### config.mk
export PLATFORM = sky130hd
export DESIGN_NAME = ifid_hazard_ctrl
export DESIGN_NICKNAME = d
export VERILOG_FILES = /design/src/rtl/ifid_hazard_ctrl.sv
export SDC_FILE = /design/constraint.sdc
export NUM_CORES = 1
export LEC_CHECK = 0
export BUFFER_PORTS_ARGS = -buffer_cell sky130_fd_sc_hd__clkbuf_2
export CORE_ASPECT_RATIO = 1.1
export CORE_MARGIN = 3
export CORE_UTILIZATION = 45
export CTS_BUF_LIST = sky130_fd_sc_hd__clkbuf_4 sky130_fd_sc_hd__clkbuf_8
export DETAILED_ROUTE_END_ITERATION = 10
export PLACE_DENSITY = 0.74
export SYNTH_ARGS = -nofsm -noshare
export SYNTH_HDL_FRONTEND = slang
export SYNTH_SLANG_ARGS = --single-unit
### constraint.sdc
create_clock -name clk_IFID -period 2.7 [get_ports clk_IFID]
set_input_delay 0.135 -clock clk_IFID [delete_from_list [all_inputs] [get_ports clk_IFID]]
set_output_delay 0.135 -clock clk_IFID [all_outputs]
set_load 0.02 [all_outputs]
### src/rtl/ifid_hazard_ctrl.sv
// ============================================================================
// Module   : ifid_hazard_ctrl
// Purpose  : PC / IF-ID sequencing: advance, hold or bubble on fetch, load-use
//            and redirect events; stale-fetch discard, fetch timeout, stall count.
// Revision : 1.0
// ============================================================================
`default_nettype none

module ifid_hazard_ctrl #(
    parameter int WAIT_LIMIT = 8,
    parameter int CNT_W      = 16
) (
    input  logic             clk_IFID,
    input  logic             rst_IFID,
    output logic             imem_req,
    input  logic             imem_ready,
    input  logic [4:0]       id_rs1,
    input  logic [4:0]       id_rs2,
    input  logic             id_uses_rs1,
    input  logic             id_uses_rs2,
    input  logic [4:0]       ex_rd,
    input  logic             ex_memread,
    input  logic             ex_redirect,
    output logic             pc_en,
    output logic             en_IFID,
    output logic             NOP_IFID,
    output logic             nop_IDEX,
    output logic             imem_timeout,
    output logic [CNT_W-1:0] stall_count
);

    localparam int              WC_W    = $clog2(WAIT_LIMIT + 1);
    localparam logic [WC_W-1:0] WC_LAST = WC_W'(WAIT_LIMIT - 1);
    localparam logic [CNT_W-1:0] CNT_MAX = '1;

    typedef enum logic [1:0] {
        S_RUN     = 2'd0,
        S_DISCARD = 2'd1,
        S_ERR     = 2'd2
    } state_t;

    state_t             state_q, state_d;
    logic [WC_W-1:0]    wait_cnt_q, wait_cnt_d;
    logic [CNT_W-1:0]   stall_count_q, stall_count_d;
    logic               timeout_q, timeout_d;

    logic               hazard;
    logic               req_c, pc_en_c, en_c, nop_ifid_c, nop_idex_c;

    always_comb begin
        hazard = ex_memread && (ex_rd != 5'd0) &&
                 ((id_uses_rs1 && (id_rs1 == ex_rd)) ||
                  (id_uses_rs2 && (id_rs2 == ex_rd)));
    end

    always_comb begin
        state_d       = state_q;
        wait_cnt_d    = wait_cnt_q;
        timeout_d     = timeout_q;
        stall_count_d = stall_count_q;
        req_c         = 1'b0;
        pc_en_c       = 1'b0;
        en_c          = 1'b0;
        nop_ifid_c    = 1'b0;
        nop_idex_c    = 1'b0;

        case (state_q)
            S_RUN: begin
                req_c = 1'b1;
                if (ex_redirect) begin
                    pc_en_c    = 1'b1;
                    nop_ifid_c = 1'b1;
                    nop_idex_c = 1'b1;
                    state_d    = imem_ready ? S_RUN : S_DISCARD;
                end else if (hazard) begin
                    nop_idex_c = 1'b1;
                end else if (imem_ready) begin
                    pc_en_c = 1'b1;
                    en_c    = 1'b1;
                end else begin
                    nop_ifid_c = 1'b1;
                end
            end
            S_DISCARD: begin
                req_c      = 1'b1;
                nop_ifid_c = 1'b1;
                if (imem_ready) begin
                    state_d = S_RUN;
                end
            end
            default: begin
                nop_ifid_c = 1'b1;
                nop_idex_c = 1'b1;
            end
        endcase

        // A redirect restarts the fetch, so it also restarts the timeout window.
        if (imem_ready || ((state_q == S_RUN) && ex_redirect)) begin
            wait_cnt_d = '0;
        end else if (req_c) begin
            if (wait_cnt_q == WC_LAST) begin
                state_d   = S_ERR;
                timeout_d = 1'b1;
            end else begin
                wait_cnt_d = wait_cnt_q + 1'b1;
            end
        end

        if (!pc_en_c && (state_q != S_ERR) && (stall_count_q != CNT_MAX)) begin
            stall_count_d = stall_count_q + 1'b1;
        end
    end

    always_ff @(posedge clk_IFID or posedge rst_IFID) begin
        if (rst_IFID) begin
            state_q       <= S_RUN;
            wait_cnt_q    <= '0;
            stall_count_q <= '0;
            timeout_q     <= 1'b0;
        end else begin
            state_q       <= state_d;
            wait_cnt_q    <= wait_cnt_d;
            stall_count_q <= stall_count_d;
            timeout_q     <= timeout_d;
        end
    end

    // Control strobes are held low for the whole reset window.
    assign imem_req     = req_c      && !rst_IFID;
    assign pc_en        = pc_en_c    && !rst_IFID;
    assign en_IFID      = en_c       && !rst_IFID;
    assign NOP_IFID     = nop_ifid_c && !rst_IFID;
    assign nop_IDEX     = nop_idex_c && !rst_IFID;
    assign imem_timeout = timeout_q;
    assign stall_count  = stall_count_q;

endmodule

`default_nettype wire
# Word level (Yosys, flattened, before mapping)
# Index checks and enable logic that the tools add are counted.
# Widths: inputs -> output; s select.
[word_totals]
regBits = 23
input_bits = 22
word_cells = 60
[op_classes]
n_addsub = 2
n_eq_ne = 7
n_mux = 24
bitwise_logic = 1
reduce_logical = 22
[op_table]
columns = ["operator", "count"]
rows = [
  ["$add 16x1->16 const B", 1],
  ["$ne 16x16->1 const B", 1],
  ["$mux 1", 14],
  ["$logic_and 1x1->1", 12],
  ["$mux 4", 3],
  ["$eq 5x5->1", 2],
  ["$mux 2", 5],
  ["$reduce_bool 5->1", 1],
  ["$add 4x1->4 const B", 1],
  ["$eq 4x3->1 const B", 1],
  ["$ne 2x2->1 const B", 2],
  ["$pmux 2 s2", 1],
  ["$reduce_and 3->1", 1],
  ["$eq 2x1->1 const B", 1],
  ["$logic_not 1->1", 2],
  ["$logic_not 2->1", 1],
  ["$logic_or 1x1->1", 2],
  ["$pmux 1 s2", 1],
  ["$reduce_and 2->1", 1],
  ["$reduce_bool 2->1", 1],
  ["$reduce_or 2->1", 1],
  ["$not 1->1", 1],
]

# Logic depth before layout (Yosys ltp)
# Gate-level depths: netlist (run 1).
[depth]
depth_word = 10
ltp_mapped = 7
depth_no_buf = 7

# Worst setup path after synthesis (run 1)
# OpenSTA, ideal clock, no wires.
[synth_timing]
kind = "register -> register"
from = "register stall_count_q[0] (netlist: stall_count[0])"
to = "register stall_count_q[1] (netlist: stall_count[1])"
setup_time_ps = 125
arrival_time_ps = 1618
required_time_ps = 2575
setup_slack_ps = 957
path_stages_with_launch = 7
path_buffers = 0
path_cell_list = "dfrtp_1 ha_1 nand2_1 nor2_1 nand4_1 nand2_1 mux2_2"
[synth_via]
elab_chain_len = 2
word_cells_on_any_way = 3
cone_classes = "add/sub: 1; eq/ne: 1; reduce/logical: 1"
[synth_rtl]
columns = ["element", "line", "rtl"]
rows = [
  ["start: declaration", "44", "logic [CNT_W-1:0] stall_count_q, stall_count_d;"],
  ["start signal: assignment", "123", "stall_count_q <= stall_count_d;"],
  ["branches (longest 2 deep; another with $add 16x1->16)", "-", ""],
]
# Several ways; the timed one is not identified.
# A chain may end at the register's enable or synchronous reset.

# Worst setup path after layout (run 1)
# Same ends and word-level chain as after synthesis.

==> results of run 1 <==
through the flow:
step           area, um2  total power [mW]  cells   util
2_1_floorplan       1300             0.595    134      -
3_3_place_gp        1540             0.674    206  0.585
3_5_place_dp        1540             0.690    206  0.585
4_1_cts             1570             0.854    210  0.596
5_1_grt             1570             0.893    210  0.596
6_report            1570             0.840    210  0.596
cell usage in the layout (no fill, tap or decap), types with 3 or more instances in the layout:
master and instances:
clkbuf_2 43, xnor2_1 23, dfrtp_1 23, nand2_1 13
nor2_1 9, nand4_1 9, nand3_1 8, and3_1 6
xor2_1 4, inv_1 4, clkbuf_4 4, nor3_1 3
o21ai_0 3, a21oi_1 3
per-layer routing:
metal | global-route usage | part of all wire
met4 | 0.0406 | 0.0036
met2 | 0.287 | 0.51
met5 | 0 | 0
met3 | 0.0372 | 0.054
met1 | 0.207 | 0.44
where the power goes:
part           internal (mW)  switching (mW)  total (mW)
sequential             0.388          0.0541       0.442
combinational          0.102           0.135       0.238
clock                 0.0677          0.0928       0.160
total                  0.558           0.282       0.840
worst register-to-register path: stages (launching register included):
cell and delay (ns):
dfrtp_1 0.42, ha_1 0.22, nand2_1 0.07, nor2_1 0.30
nand4_1 0.17, buf_4 0.21, nand2_1 0.11, mux2_2 0.34
registers in the layout (all words and copies together), names as in the netlist:
register / count
state_q: 2
wait_cnt_q: 4
imem_timeout: 1
stall_count: 16
logic make-up after synthesis:
family	count (synthesis)	synth area share
DFF	23	0.442
buffers and inverters	7	0.0279
adders and majority gates	2	0.0192
xor gates and xnor gates	27	0.182
and+or+nand+nor	60	0.248
muxes	2	0.0173
AOI/OAI and AO/OA	13	0.0644
layout make-up:
cell class	instances	area (um2)
timing repair buffer	44	223
clock buffer	4	30.0
sequential	23	576
fill	239	1070
tap	31	38.8
inverter	4	15.0
multi-input combinational	104	691
path summary, 6_finish.rpt:
kind                                      from             end  slack, ns  depth (start not counted)
worst max-delay path            stall_count[0]  stall_count[1]       0.76                          7
worst min-delay path                  rst_IFID  stall_count[8]       0.03                          2
min in group clk_IFID               imem_ready      state_q[0]       0.10                          2
max in group asynchronous             rst_IFID   wait_cnt_q[0]       2.16                          2
worst max register to register  stall_count[0]  stall_count[1]       0.76                          7
worst min register to register    imem_timeout    imem_timeout       0.48                          1
==> flow_summary_export.csv, run 1 <==
group,metric,value,unit
outcome,status,"completed",
place,place.gp.congestion,0.832,
route,via_per_inst,5.35,
hold_path,min_path_type,"in -> async",
floorplan,die-area,0.00358,mm2
global_route,grt_overflow_total,0,
power_and_ir_drop,p_leak,0.770,nW
worst_setup_path,max_stage_delay,0.42,ns
synth,yosysWarnings,0,
place,pre_cts_ws,0.593,ns
sta,rsz0062_at_grt,"false",
run,maxCapViolCount,0,
synth,ys_seq_area_frac,0.442,
synth,synthCells,134,
worst_setup_path,crit_path_end_kind,"register",
route,totalWireLength,2790,um
clocking,numCtsBuffers,3,
cells_and_area,layout-drive-gt1-share,0.285,
clocking,hold_buffers,0,
sta,fin_crit,1.94,ns
clocking,cts_resized,0,
synth,synth.ff_latch_count,23,
place,dp_hpwl,2220,um
sta,tns,0,ns
cells_and_area,diodes,0,
global_route,grt_max_degree,24,
sta,finalSetupViolCount,0,
global_route,antenna_found_initial,0,
worst_setup_path,cp_data_arrival_time,2.15,ns
floorplan,num_rows,19,
worst_setup_path,critical_path.slowest_cell,"dfrtp_1",
floorplan,initial_core_util,0.494,
route,ant_nets,0,
synth,synth.top_cells.by_area,"dfrtp_1 44%, xnor2_1 15%, nand4_1 4.3%",
clocking,clock_sinks,23,
synth,yosysUniqueCellTypes,32,
sta,tightestPinTransition,0.849,ns
power_and_ir_drop,max-vdd-ir-drop,588,uV
sta,hold_slack,0.0258,ns
route,wire_per_inst,13.3,um
synth,async_flop_share,1.00,
cells_and_area,area_growth,20.7,%
power_and_ir_drop,power_density,534,mW/mm2
sta,slew_violations,0,
sta,fmax,0.515,GHz
synth,synth_top_area_cell,"dfrtp_1",
worst_setup_path,cp.required,2.90,ns
clocking,path_clk_slew,0.11,ns
floorplan,die_w,57.3,um
worst_setup_path,path_cells,"ha_1 > nand2_1 > nor2_1 > nand4_1 > buf_4 > nand2_1 > mux2_2",
global_route,grt_pass1_vias,1136,
synth,synth_top_area_share,0.442,
sta,hold_viol,0,
synth,syn_area_per_cell,9.72,um2
clocking,cts_buffer_depth,2,
route,drt_iter0_drc,27,
worst_setup_path,path_class,"reg -> reg",
synth,netlist_area,0.00130,mm2
route,dr.pass1.iters,4,
sta,clock_skew,0.00266,ns
floorplan,core-area,0.00264,mm2
floorplan,die_y,62.4,um
worst_setup_path,start_kind,"register",
synth,synthTopCellsByCount,"23 x dfrtp_1, 23 x xnor2_1, 13 x nand2_1, 9 x nand4_1, 9 x nor2_1",
sta,post-route-period-util,0.720,
clocking,clock-root-buffer,"clkbuf_4",
global_route,grt_util_all_layers,0.166,
worst_setup_path,cp_top_family,"simple AND/OR/NAND/NOR gates",
synth,syn-num-nets,158,
route,vias,1124,
clocking,cts_setup_buffers,0,
place,portBuffers,43,
clocking,cts_tree,"yes",
worst_setup_path,crit_top_cell,"nand2_1",
worst_setup_path,critical_path_peak_fanout,11,
sta,final.setup.worst_slack,0.757,ns
cells_and_area,layout.nets,204,
synth,synth_ff_type,"dfrtp_1",
floorplan,ios,44,
clocking,htreeDepth,1,
global_route,grt_pass1_wl,4810,um
synth,synth_edf_count,0,
sta,slew_headroom,0.433,
route,drc_errors,0,
worst_setup_path,cp.buffers_inverters,1,
clocking,clk_latency,0.30,ns
Power figures use the tool's default switching activity.
==> run 2: changes to the inputs <==
- ABC_AREA: default -> 1
- PLACE_DENSITY: 0.74 -> 0.73
- clock period: 2.7 -> 1.7 ns (I/O delays scaled with it)
==> flow_summary_export.csv, run 2 <==
group,metric,value,unit
cells_and_area,layout_commonest_cell,"nand2_1",
worst_setup_path,cp.required,1.62,ns
worst_setup_path,rr_startpoint,"stall_count[2]",
global_route,grt_util_all_layers,0.180,
clocking,cts_tree,"yes",
cells_and_area,largest_register_ffs,16,
route,drc_errors,0,
hold_path,hold_start,"ex_redirect",
cells_and_area,layout-drive-gt1-share,0.289,
power_and_ir_drop,p_leak,1.15,nW
sta,slew_headroom,0.774,
hold_path,min_path_type,"in -> reg",
clocking,numCtsBuffers,3,
cells_and_area,area_growth,22.9,%
worst_setup_path,cp_top_family,"flip-flops",
synth,synth_edf_count,0,
worst_setup_path,path_class,"reg -> out",
global_route,grt_pass1_wl,6810,um
cells_and_area,final_cell_mix,"75 x nand2_1, 42 x clkbuf_2, 29 x inv_1, 22 x dfrtp_1, 20 x nor2_1",
clocking,path_clk_slew,0.12,ns
clocking,clock_sinks,23,
clocking,clk_latency,0.30,ns
worst_setup_path,critical_path_peak_fanout,5,
worst_setup_path,start_kind,"register",
worst_setup_path,startpoint,"state_q[1]",
floorplan,die_y,70.7,um
run,maxCapViolCount,0,
global_route,grt_pass1_vias,1522,
route,totalWireLength,3840,um
sta,post-route-period-util,0.937,
synth,synthCells,238,
synth,synthTopCellsByCount,"75 x nand2_1, 29 x inv_1, 23 x dfrtp_1, 22 x nor2_1, 19 x nand4_1",
place,dp_hpwl,2900,um
synth,ys_seq_area_frac,0.336,
place,place.gp.congestion,0.802,
synth,synth_top_area_cell,"dfrtp_1",
synth,synth_ff_type,"dfrtp_1",
worst_setup_path,ff2ff_setup_slack,0.12,ns
floorplan,num_rows,22,
synth,syn-num-nets,262,
worst_setup_path,cp_data_arrival_time,1.51,ns
route,ant_nets,0,
cells_and_area,stdcell_count,342,
worst_setup_path,crit_path_end_kind,"primary output",
route,via_per_inst,4.91,
cells_and_area,layout.nets,319,
sta,fmax,0.628,GHz
synth,synth_top_area_share,0.336,
floorplan,die_w,64.8,um
floorplan,die-area,0.00458,mm2
cells_and_area,seqCellArea,577,um2
outcome,status,"completed",
worst_setup_path,max_stage_delay,0.46,ns
global_route,antenna_found_initial,0,
place,placed_cell_area,0.00198,mm2
sta,fin_crit,1.59,ns
sta,clock_skew,0.00664,ns
place,portBuffers,43,
synth,synth.top_cells.by_area,"dfrtp_1 34%, nand2_1 16%, nand4_1 6.9%",
worst_setup_path,path_cells,"nor2_4 > inv_2 > nor2_8 > nand2_4 > nor3_4 > clkbuf_4",
sta,tightestPinTransition,0.338,ns
clocking,clock-root-buffer,"clkbuf_4",
route,drt_iter0_drc,56,
floorplan,core-area,0.00350,mm2
cells_and_area,fin_util,0.602,
synth,netlist_area,0.00171,mm2
synth,synth.most_common_cell,"nand2_1",
sta,finalSetupViolCount,0,
route,wire_per_inst,11.2,um
power_and_ir_drop,power_density,700,mW/mm2
floorplan,ios,44,
sta,final.setup.worst_slack,0.108,ns
clocking,cts_buffer_depth,2,
cells_and_area,n_fill_cell,340,
worst_setup_path,cp.buffers_inverters,2,
synth,yosysUniqueCellTypes,28,
synth,syn_area_per_cell,7.19,um2
power_and_ir_drop,max-vdd-ir-drop,514,uV
floorplan,initial_core_util,0.490,
place,pre_cts_ws,0.0711,ns
synth,yosysWarnings,0,
sta,hold_viol,0,
synth,async_flop_share,1.00,
worst_setup_path,critical_path.slowest_cell,"dfrtp_2",
place,place_inst,331,
synth,synth.ff_latch_count,23,
sta,hold_slack,0.152,ns
global_route,grt_overflow_total,0,
global_route,grt_max_degree,24,
cells_and_area,diodes,0,
cells_and_area,multiInputGateArea,981,um2
cells_and_area,stdcell_area,0.00210,mm2
sta,slew_violations,0,
clocking,htreeDepth,1,
route,dr.pass1.iters,4,
route,vias,1678,
## run 2: changes by cell type after synthesis, sizes merged, moves of 3 or more
| cell | previous run | this run |
|---|---|---|
| a21oi | 3 | 6 |
| and3 | 6 | 0 |
| inv | 4 | 34 |
| nand2 | 13 | 80 |
| nand4 | 9 | 22 |
| nor2 | 9 | 27 |
| nor3 | 3 | 6 |
| xnor2 | 23 | 4 |
| xor2 | 4 | 7 |
## run 2: path summary, 6_finish.rpt
path                       depth (start not counted)               to
min in group asynchronous                          4   stall_count[1]
min reg2reg                                        1     imem_timeout
min                                                3       state_q[0]
max                                                6          en_IFID
max reg2reg                                        7  stall_count[11]
max in group asynchronous                          4       state_q[1]
## run 2: routing by layer
layer,part of all wire,global-route usage,vias to the layer above
met2,0.50,0.298,26
met4,0.0055,0.0352,0
met3,0.031,0.0206,2
met5,0,0,-
li1,-,-,877
met1,0.46,0.254,773
## run 2: power breakdown
group	internal (mW)	switching [mW]	leakage [nW]
registers	0.613	0.0780	0.307
clock network	0.107	0.158	0.0184
logic	0.203	0.311	0.828
total	0.924	0.548	1.15
## run 2: through the flow
stage | setup TNS, ns | power [mW]
floorplan | 0 | 1.04
global placement | 0 | 1.20
detailed placement | 0 | 1.20
CTS | 0 | 1.48
global route | -0.0130 | 1.59
finish | 0 | 1.47
## run 2: worst reg2reg max path, stage by stage, from the launching register on
cell     delay (ns)
dfrtp_1        0.48
nand3_1        0.21
nor2_1         0.28
nand3_1        0.16
nor2_2         0.13
nand4_1        0.09
nand2_1        0.07
nand2_1        0.05
## run 2: area by class of cell
cell class / count / share of cell area
clock buffer: 4 / 0.0143
inverter: 34 / 0.0607
multi-input combinational: 176 / 0.466
sequential: 23 / 0.274
tap: 48 / 0.0286
timing repair buffer: 57 / 0.156
## run 2: timing repair
item,4_1_cts,5_1_grt
setup buffers,0,5
pin swaps,0,0
hold endpoints to repair,24,0
resized for setup,4,5
setup endpoints to repair,1,17
hold buffers,2,0
## run 2: cells by family after synthesis
kind of cell,share of synthesized area
and+or+nand+nor,0.431
adders and majority gates,0.0146
xor gates and xnor gates,0.0563
buffers and inverters,0.107
DFF,0.336
AOI/OAI and AO/OA,0.0541
==> run 3: changes to the inputs <==
- PLACE_DENSITY: 0.73 -> 0.79
==> flow_summary_export.csv, run 3 (synthesis results as in run 2) <==
group,metric,value,unit
global_route,antenna_found_initial,0,
global_route,grt_pass1_wl,6630,um
sta,fin_crit,1.60,ns
hold_path,hold_start,"ex_redirect",
floorplan,die-area,0.00458,mm2
cells_and_area,layout-drive-gt1-share,0.290,
sta,hold_slack,0.117,ns
sta,clock_skew,0.00161,ns
route,ant_nets,0,
route,dr.pass1.iters,5,
worst_setup_path,cp.required,1.62,ns
worst_setup_path,rr_endpoint,"stall_count[12]",
worst_setup_path,critical_path_peak_fanout,5,
clocking,htreeDepth,1,
route,vias,1699,
sta,slew_headroom,0.803,
power_and_ir_drop,finalPower,1.50,mW
sta,post-route-period-util,0.942,
sta,fmax,0.624,GHz
hold_path,min_path_type,"in -> reg",
place,placed_cell_area,0.00198,mm2
worst_setup_path,crit_path_end_kind,"primary output",
worst_setup_path,start_kind,"register",
floorplan,ios,44,
cells_and_area,stdcell_area,0.00211,mm2
floorplan,die_w,64.8,um
global_route,grt_max_degree,24,
place,dp_hpwl,3040,um
global_route,grt_overflow_total,0,
route,drc_errors,0,
outcome,status,"completed",
sta,finalSetupViolCount,0,
worst_setup_path,ff2ff_setup_slack,0.13,ns
worst_setup_path,rr_startpoint,"stall_count[1]",
cells_and_area,n_fill_cell,329,
cells_and_area,stdcell_count,345,
floorplan,num_rows,22,
power_and_ir_drop,power_density,713,mW/mm2
place,place_inst,331,
cells_and_area,final_cell_mix,"75 x nand2_1, 41 x clkbuf_2, 29 x inv_1, 23 x dfrtp_1, 21 x nor2_1",
power_and_ir_drop,p_leak,1.17,nW
clocking,path_clk_slew,0.13,ns
place,portBuffers,43,
clocking,clock-root-buffer,"clkbuf_4",
clocking,clk_latency,0.31,ns
cells_and_area,multiInputGateArea,962,um2
global_route,grt_util_all_layers,0.174,
place,pre_cts_ws,0.0787,ns
clocking,cts_buffer_depth,2,
sta,final.setup.worst_slack,0.0983,ns
cells_and_area,layout_commonest_cell,"nand2_1",
worst_setup_path,r2r_cells,8,
route,drt_iter0_drc,63,
cells_and_area,layout.nets,322,
cells_and_area,seqCellArea,576,um2
place,place.gp.congestion,0.851,
clocking,numCtsBuffers,3,
floorplan,core-area,0.00350,mm2
cells_and_area,area_growth,23.2,%
cells_and_area,diodes,0,
worst_setup_path,path_class,"reg -> out",
floorplan,initial_core_util,0.490,
clocking,cts_tree,"yes",
sta,hold_viol,0,
cells_and_area,largest_register_ffs,16,
hold_path,min_to,"state_q[0]",
route,wire_per_inst,11.4,um
route,totalWireLength,3940,um
hold_path,whs_path_depth,3,
run,maxCapViolCount,0,
floorplan,die_y,70.7,um
route,via_per_inst,4.92,
worst_setup_path,cp_data_arrival_time,1.52,ns
global_route,grt_pass1_vias,1619,
sta,tightestPinTransition,0.296,ns
power_and_ir_drop,max-vdd-ir-drop,652,uV
clocking,clock_sinks,23,
sta,slew_violations,0,
run 3: cell count changes in the layout (fill, tap and decap cells not counted), sizes merged:
cell    change
buf         +4
clkbuf      -1
run 3: per-layer routing:
metal  GRT usage  share of wire  wire length (um)
met3      0.0254          0.057               225
met2       0.311           0.50              1960
met5           0              0                 0
met4      0.0282         0.0074                29
met1       0.223           0.44              1730
run 3: area by class of cell:
class                      count  share of cell area
clock buffer                   4              0.0142
inverter                      34              0.0605
multi-input combinational    176               0.456
sequential                    23               0.273
tap                           48              0.0285
timing repair buffer          60               0.167
run 3: repair_timing:
| item | in CTS | in global routing |
|---|---|---|
| setup buffers | 1 | 8 |
| hold buffers | 2 | 0 |
| gates resized for setup | 2 | 4 |
| pin swaps | 1 | 4 |
| hold endpoints to repair | 24 | 0 |
| endpoints found under the setup margin | 2 | 18 |
run 3: power by group:
| part | internal, mW | total (mW) | switching [mW] |
|---|---|---|---|
| clock network | 0.108 | 0.280 | 0.172 |
| logic | 0.224 | 0.535 | 0.312 |
| registers | 0.613 | 0.688 | 0.0748 |
| total | 0.944 | 1.50 | 0.559 |
run 3: how the worst max path moves through the flow:
stage | from | end | slack (ns) | depth (start not counted)
after floorplan | stall_count[0] | stall_count[2] | 0.09 | 8
after global placement | stall_count[1] | stall_count[2] | 0.18 | 7
after detailed placement | stall_count[1] | stall_count[15] | 0.08 | 7
after CTS | state_q[1] | pc_en | 0.03 | 7
after global routing | stall_count[1] | stall_count[9] | -0.004 | 9
final | state_q[0] | en_IFID | 0.1 | 6
run 3: critical path, stage by stage, from the launching register on:
cell     delay [ns]
dfrtp_1        0.42
nor2_2         0.15
inv_2          0.09
nor2_8         0.11
nand2_2        0.12
nor3_2         0.15
buf_4          0.17
run 3: per-stage QoR:
stage | TNS [ns] | util
floorplan | 0 | -
global placement | 0 | 0.567
detailed placement | 0 | 0.567
CTS | 0 | 0.585
global route | -0.00442 | 0.603
finish | 0 | 0.603
